<file path="src/rtl/uart_sample_pkg.sv">
// Shared definitions for the sample UART link: ASCII framing constants,
// parser states and the 5-byte frame layout "C","H",'0'+ch,MSB,LSB.
package uart_sample_pkg;

  localparam logic [7:0] CH_C = 8'h43;
  localparam logic [7:0] CH_H = 8'h48;
  localparam logic [7:0] CH_0 = 8'h30;

  localparam int FRAME_BYTES = 5;
  localparam int NUM_CH      = 4;

  typedef enum logic [2:0] {IDLE, GOT_C, GOT_H, MSB, LSB} parse_state_e;

  typedef struct packed {
    logic [1:0]         ch;
    logic signed [15:0] sample;
  } sample_frame_t;

  // Channel byte is '0'..'3', i.e. 0x30..0x33.
  function automatic logic is_ch_byte(input logic [7:0] b);
    return b[7:2] == CH_0[7:2];
  endfunction

endpackage

</file>
<file path="src/rtl/uart_rx.sv">
// 2-FF synchroniser plus 8N1 byte receiver; sampling at bit centres,
// rearms right after the stop-bit sample so back-to-back bytes work.
module uart_rx #(
  parameter int CLK_FREQ = 12_000_000,
  parameter int BAUD     = 115200
) (
  input  logic       clk,
  input  logic       rst_n,
  input  logic       rx,
  output logic       byte_valid,
  output logic [7:0] byte_data,
  output logic       byte_err
);
  localparam int CPB = CLK_FREQ / BAUD;
  localparam int CW  = $clog2(CPB + 1);
  localparam logic [CW-1:0] HALF_M1 = CW'(CPB / 2 - 1);
  localparam logic [CW-1:0] FULL_M1 = CW'(CPB - 1);

  typedef enum logic [1:0] {RX_IDLE, RX_START, RX_DATA, RX_STOP} rx_state_e;

  rx_state_e     state_q, state_d;
  logic [CW-1:0] cnt_q, cnt_d;
  logic [2:0]    bit_q, bit_d;
  logic [7:0]    sh_q, sh_d;
  logic          valid_q, valid_d, err_q, err_d;
  logic          rx_m_q, rx_s_q, rx_p_q;

  always_comb begin
    state_d = state_q;
    cnt_d   = cnt_q + 1'b1;
    bit_d   = bit_q;
    sh_d    = sh_q;
    valid_d = 1'b0;
    err_d   = 1'b0;
    unique case (state_q)
      RX_IDLE: begin
        cnt_d = '0;
        if (rx_p_q && !rx_s_q) state_d = RX_START;
      end
      RX_START: if (cnt_q == HALF_M1) begin
        // Line back high at mid start bit: a glitch, drop silently.
        cnt_d   = '0;
        bit_d   = '0;
        state_d = rx_s_q ? RX_IDLE : RX_DATA;
      end
      RX_DATA: if (cnt_q == FULL_M1) begin
        cnt_d = '0;
        sh_d  = {rx_s_q, sh_q[7:1]};
        bit_d = bit_q + 1'b1;
        if (bit_q == 3'd7) state_d = RX_STOP;
      end
      RX_STOP: if (cnt_q == FULL_M1) begin
        valid_d = rx_s_q;
        err_d   = !rx_s_q;
        state_d = RX_IDLE;
      end
      default: state_d = RX_IDLE;
    endcase
  end

  always_ff @(posedge clk or negedge rst_n) begin
    if (!rst_n) begin
      rx_m_q  <= 1'b1;
      rx_s_q  <= 1'b1;
      rx_p_q  <= 1'b1;
      state_q <= RX_IDLE;
      cnt_q   <= '0;
      bit_q   <= '0;
      sh_q    <= '0;
      valid_q <= 1'b0;
      err_q   <= 1'b0;
    end else begin
      rx_m_q  <= rx;
      rx_s_q  <= rx_m_q;
      rx_p_q  <= rx_s_q;
      state_q <= state_d;
      cnt_q   <= cnt_d;
      bit_q   <= bit_d;
      sh_q    <= sh_d;
      valid_q <= valid_d;
      err_q   <= err_d;
    end
  end

  assign byte_valid = valid_q;
  assign byte_data  = sh_q;
  assign byte_err   = err_q;

endmodule

</file>
<file path="src/rtl/uart_sample_receiver.sv">
// Decodes "CH<ch><msb><lsb>" frames into per-channel shadow registers and
// transfers all shadows to the outputs together on each sample_clk rise.
module uart_sample_receiver
  import uart_sample_pkg::*;
#(
  parameter int CLK_FREQ     = 12_000_000,
  parameter int BAUD         = 115200,
  parameter int TIMEOUT_CLKS = 4160
) (
  input  logic               clk,
  input  logic               rst_n,
  input  logic               rx,
  input  logic               sample_clk,
  output logic signed [15:0] sample_out0,
  output logic signed [15:0] sample_out1,
  output logic signed [15:0] sample_out2,
  output logic signed [15:0] sample_out3,
  output logic               frame_valid,
  output logic [1:0]         frame_ch,
  output logic               frame_err
);
  localparam int TW = $clog2(TIMEOUT_CLKS + 1);
  localparam logic [TW-1:0] TMO = TW'(TIMEOUT_CLKS);

  logic       byte_valid, byte_err;
  logic [7:0] byte_data;

  uart_rx #(.CLK_FREQ(CLK_FREQ), .BAUD(BAUD)) u_rx (
    .clk(clk), .rst_n(rst_n), .rx(rx),
    .byte_valid(byte_valid), .byte_data(byte_data), .byte_err(byte_err)
  );

  parse_state_e                 st_q, st_d;
  logic [1:0]                   ch_q, ch_d, fch_q, fch_d;
  logic [7:0]                   msb_q, msb_d;
  logic [NUM_CH-1:0][15:0]      shadow_q, shadow_d, out_q, out_d;
  logic [TW-1:0]                tmo_q, tmo_d;
  logic                         fv_q, fv_d, fe_q, fe_d, last_sc_q;

  always_comb begin
    st_d     = st_q;
    ch_d     = ch_q;
    msb_d    = msb_q;
    shadow_d = shadow_q;
    fch_d    = fch_q;
    fv_d     = 1'b0;
    fe_d     = 1'b0;
    tmo_d    = (tmo_q == TMO) ? tmo_q : tmo_q + 1'b1;
    if (byte_err) begin
      st_d = IDLE;
      fe_d = 1'b1;
    end else if (byte_valid) begin
      tmo_d = '0;
      unique case (st_q)
        IDLE:  if (byte_data == CH_C) st_d = GOT_C;
        GOT_C: begin
          if (byte_data == CH_H)      st_d = GOT_H;
          else if (byte_data == CH_C) st_d = GOT_C;
          else begin st_d = IDLE; fe_d = 1'b1; end
        end
        GOT_H: begin
          if (is_ch_byte(byte_data)) begin
            st_d = MSB;
            ch_d = byte_data[1:0];
          end else begin
            // A stray 'C' may be the start of the next frame.
            st_d = (byte_data == CH_C) ? GOT_C : IDLE;
            fe_d = 1'b1;
          end
        end
        MSB: begin
          msb_d = byte_data;
          st_d  = LSB;
        end
        LSB: begin
          shadow_d[ch_q] = {msb_q, byte_data};
          fv_d  = 1'b1;
          fch_d = ch_q;
          st_d  = IDLE;
        end
        default: st_d = IDLE;
      endcase
    end else if (st_q != IDLE && tmo_q == TMO) begin
      st_d = IDLE;
      fe_d = 1'b1;
    end
  end

  // Outputs copy the registered shadow, so a same-cycle write lands next edge.
  always_comb begin
    out_d = out_q;
    if (sample_clk && !last_sc_q) out_d = shadow_q;
  end

  always_ff @(posedge clk or negedge rst_n) begin
    if (!rst_n) begin
      st_q      <= IDLE;
      ch_q      <= '0;
      msb_q     <= '0;
      shadow_q  <= '0;
      out_q     <= '0;
      tmo_q     <= '0;
      fch_q     <= '0;
      fv_q      <= 1'b0;
      fe_q      <= 1'b0;
      last_sc_q <= 1'b0;
    end else begin
      st_q      <= st_d;
      ch_q      <= ch_d;
      msb_q     <= msb_d;
      shadow_q  <= shadow_d;
      out_q     <= out_d;
      tmo_q     <= tmo_d;
      fch_q     <= fch_d;
      fv_q      <= fv_d;
      fe_q      <= fe_d;
      last_sc_q <= sample_clk;
    end
  end

  assign sample_out0 = out_q[0];
  assign sample_out1 = out_q[1];
  assign sample_out2 = out_q[2];
  assign sample_out3 = out_q[3];
  assign frame_valid = fv_q;
  assign frame_ch    = fch_q;
  assign frame_err   = fe_q;

endmodule

</file>
<file path="config.mk">
export PLATFORM = sky130hd
export DESIGN_NAME = uart_sample_receiver
export DESIGN_NICKNAME = d
export VERILOG_FILES = /design/src/rtl/uart_sample_pkg.sv /design/src/rtl/uart_rx.sv /design/src/rtl/uart_sample_receiver.sv
export SDC_FILE = /design/constraint.sdc
export NUM_CORES = 1
export LEC_CHECK = 0
export BUFFER_PORTS_ARGS = -buffer_cell sky130_fd_sc_hd__buf_2
export CAP_MARGIN = 30
export CORE_UTILIZATION = 30
export CTS_CLUSTER_SIZE = 25
export DETAILED_ROUTE_END_ITERATION = 10
export PLACE_DENSITY = 0.47
export SYNTH_ARGS = -nofsm -noshare
export SYNTH_HDL_FRONTEND = slang
export SYNTH_SLANG_ARGS = --single-unit
export TNS_END_PERCENT = 1
</file>
<file path="constraint.sdc">
create_clock -name clk -period 3 [get_ports clk]
set_input_delay 0.6 -clock clk [delete_from_list [all_inputs] [get_ports clk]]
set_output_delay 0.6 -clock clk [all_outputs]
set_load 0.02 [all_outputs]
</file>
==> flow_summary.yaml <==
logic_synthesis:
  synth_warnings: 0
  postSynthCellCount: 505
  ys_seq_area_share_pct: 62.31
  yosys.cell_types.count: 50
  ys_async_sr_fraction_pct: 100.0
  synth_ff_type: "dfrtp_1"
  yosys-top-cells-area: "dfrtp_1 (61%), mux2_2 (23%), ha_1 (1.5%), xor2_1 (1.2%), nor2_1 (1.2%)"
  netlist.area_leader.share_pct: 61.24
  synth_edf_count: 0
  ys_seq_elements: 184
  synth_area_per_cell_um2: 14.65
  synth_area_leader_cell: "dfrtp_1"
  synthesis.nets: 518
  synth_area_um2: 7396
cells_and_area:
  mostFrequentLayoutCell: "dfrtp_1"
  mostFrequentLayoutCells: "dfrtp_1 (181), mux2_2 (148), buf_2 (70), nor2_1 (23), clkbuf_16 (17)"
  area_delta_synth_final_pct: 17.97
  final-instance-count-excl-fill: 912
  design_area_um2: 8725
  diodes: 0
  final_core_util_pct: 35.98
  fin_nets: 588
  drive_gt1_share_pct: 45.75
timing:
  rsz0062_at_grt: "false"
  tightest_slew_ps: 640.3
  maxSlewViolCount: 0
  period_share_pct: 78.65
  finalSetupViolations: 0
  finalClockSkew_ps: 11.83
  finalCriticalPeriod_ps: 2359
  slew_headroom_pct: 57.09
  finalSetupTns_ps: 0
  hold_viol: 0
  max_freq_mhz: 423.8
run:
  maxCapViolCount: 0
placed_design:
  dp_cells: 880
  gp_congestion: 0.7237
  hpwl_um: 9822
  placed_area_um2: 8128
  io_buffers: 71
worst_setup_path:
  start_kind: "register"
  r2r-start: "u_rx.byte_err$_DFF_PN0_"
  crit_type: "register to register"
  crit_required_ps: 3310
  rr_worst_depth: 4
  cp_max_fo: 16
  reg2reg_slack_ps: 640
  cp.arrival_ps: 2670
  worstPathCellList: "nand2b_1, nor4b_4, nand3b_2, mux2_2"
  slowest_stage: "nand3b_2"
  critPathCaptureType: "register"
  slowest_delay_ps: 550
  worstReg2RegEnd: "shadow_q[30]$_DFFE_PN0P_"
floorplanning:
  top_level_ports: 72
  core_um2: 24250
  fp.dieH_um: 159.0
  dieArea_um2: 25280
  num_rows: 57
  die_x_um: 159.0
  initial_core_util_pct: 30.50
power:
  powerDensity_nw_per_um2: 590.9
  p_leak_nw: 4.484
  peakVddDrop_uv: 292.6
  total_power_mw: 5.155
clock_tree:
  cts_resized: 0
  clk_latency_ps: 430
  cts_inserted_buffers: 17
  clk_pin_slew_ps: 70
  cts-htree-levels: 4
  post-cts-setup-buffers: 0
  root_buffer: "clkbuf_16"
  postCtsHoldBufs: 0
  cts_max_path_buffers: 2
  clock_sinks: 184
  cts_tree: "built"
global_route:
  grt_pass1_wl_um: 24600
  antenna_found_initial: 0
  overflow: 0
  grt_max_degree: 65
  grt_pass1_vias: 4440
  grt.total_usage_pct: 12.45
drt:
  ant_nets: 0
  first_pass_iters: 4
  wl_per_cell_um: 16.12
  routed_wl_um: 14700
  drc: 0
  viasPerCell: 4.541
  drt_iter0_drc: 136
  vias: 4141
min_path:
  hp-class: "input pin to async pin"
outcome:
  status: "finished clean"
## cell families after synthesis
| family | synth area share [%] |
|---|---|
| buffers and inverters | 2.081 |
| adders and majority gates | 1.523 |
| and+or+nand+nor | 7.393 |
| xor gates and xnor gates | 1.540 |
| DFF | 62.31 |
| muxes | 23.08 |
| AOI/OAI and AO/OA | 2.081 |
## worst max path at each step
| stage | from | end | slack, ps | cells after the start |
|---|---|---|---|---|
| finish | u_rx.byte_err$_DFF_PN0_ | shadow_q[30]$_DFFE_PN0P_ | 640 | 4 |
| global route | u_rx.byte_err$_DFF_PN0_ | shadow_q[23]$_DFFE_PN0P_ | 460 | 4 |
| CTS | u_rx.byte_err$_DFF_PN0_ | shadow_q[23]$_DFFE_PN0P_ | 600 | 4 |
| detailed placement | u_rx.byte_err$_DFF_PN0_ | shadow_q[25]$_DFFE_PN0P_ | 610 | 4 |
| global placement | u_rx.byte_err$_DFF_PN0_ | shadow_q[31]$_DFFE_PN0P_ | 670 | 4 |
| floorplan | u_rx.byte_err$_DFF_PN0_ | shadow_q[10]$_DFFE_PN0P_ | 870 | 6 |
## power by group
group          internal [mW]  switching, mW  total [mW]
sequential              2.52         0.0328        2.56
clock                   1.28          0.969        2.25
combinational          0.134          0.217       0.352
## stage by stage
step | worst slack [ps] | hold slack (ps)
after floorplan | 866.7 | 304.4
after global placement | 668.4 | 348.4
after detailed placement | 608.4 | 349.9
after CTS | 601.1 | 150.2
after global routing | 458.0 | 156.0
final | 640.6 | 127.5
## synthesized netlist by cell type (all sizes together), types with 2 or more instances
master,number
dfstp,3
or4,2
nor4b,6
nor4,2
nand4,6
nand2b,5
nor2,23
o211ai,5
inv,9
nand2,13
xor2,10
nand3b,2
nor3b,3
mux2,148
nand3,6
o21ai,4
dfrtp,181
and2,3
clkbuf,20
mux2i,4
nor3,2
and3,4
nor2b,5
a21oi,2
buf,7
ha,9
xnor2,3
## per-layer routing
metal	part of all wire (%)	vias to the layer above	wire length [µm]	global-route usage [%]
met5	0	-	0	0
met4	1.5	0	216	4.458
met3	3.2	18	467	3.126
met2	47	57	6946	19.64
met1	48	2142	7073	16.61
li1	-	1924	-	-
## layout make-up
cell class	instances	area, µm²
Sequential cell	184	4608
Multi-Input combinational cell	285	2641
Timing Repair Buffer	78	439.2
Clock buffer	19	452.9
Fill cell	2378	15520
Clock inverter	13	143.9
Inverter	9	33.78
Tap cell	324	405.4
## state kept, by name (all words and copies together) (netlist names), 7 cells and up, named ones only
name / cells
msb_q: 8
sample_out0: 16
sample_out1: 16
sample_out2: 16
sample_out3: 16
shadow_q: 64
tmo_q: 13
u_rx.byte_data: 8
u_rx.cnt_q: 7
## worst max-delay path, delay by kind of cell (launching register included)
kind	cells	cell delay, ps
AND/OR/NAND/NOR	3	1380
multiplexers	1	450
flip-flops	1	410
(Power assumes the default switching activity.)
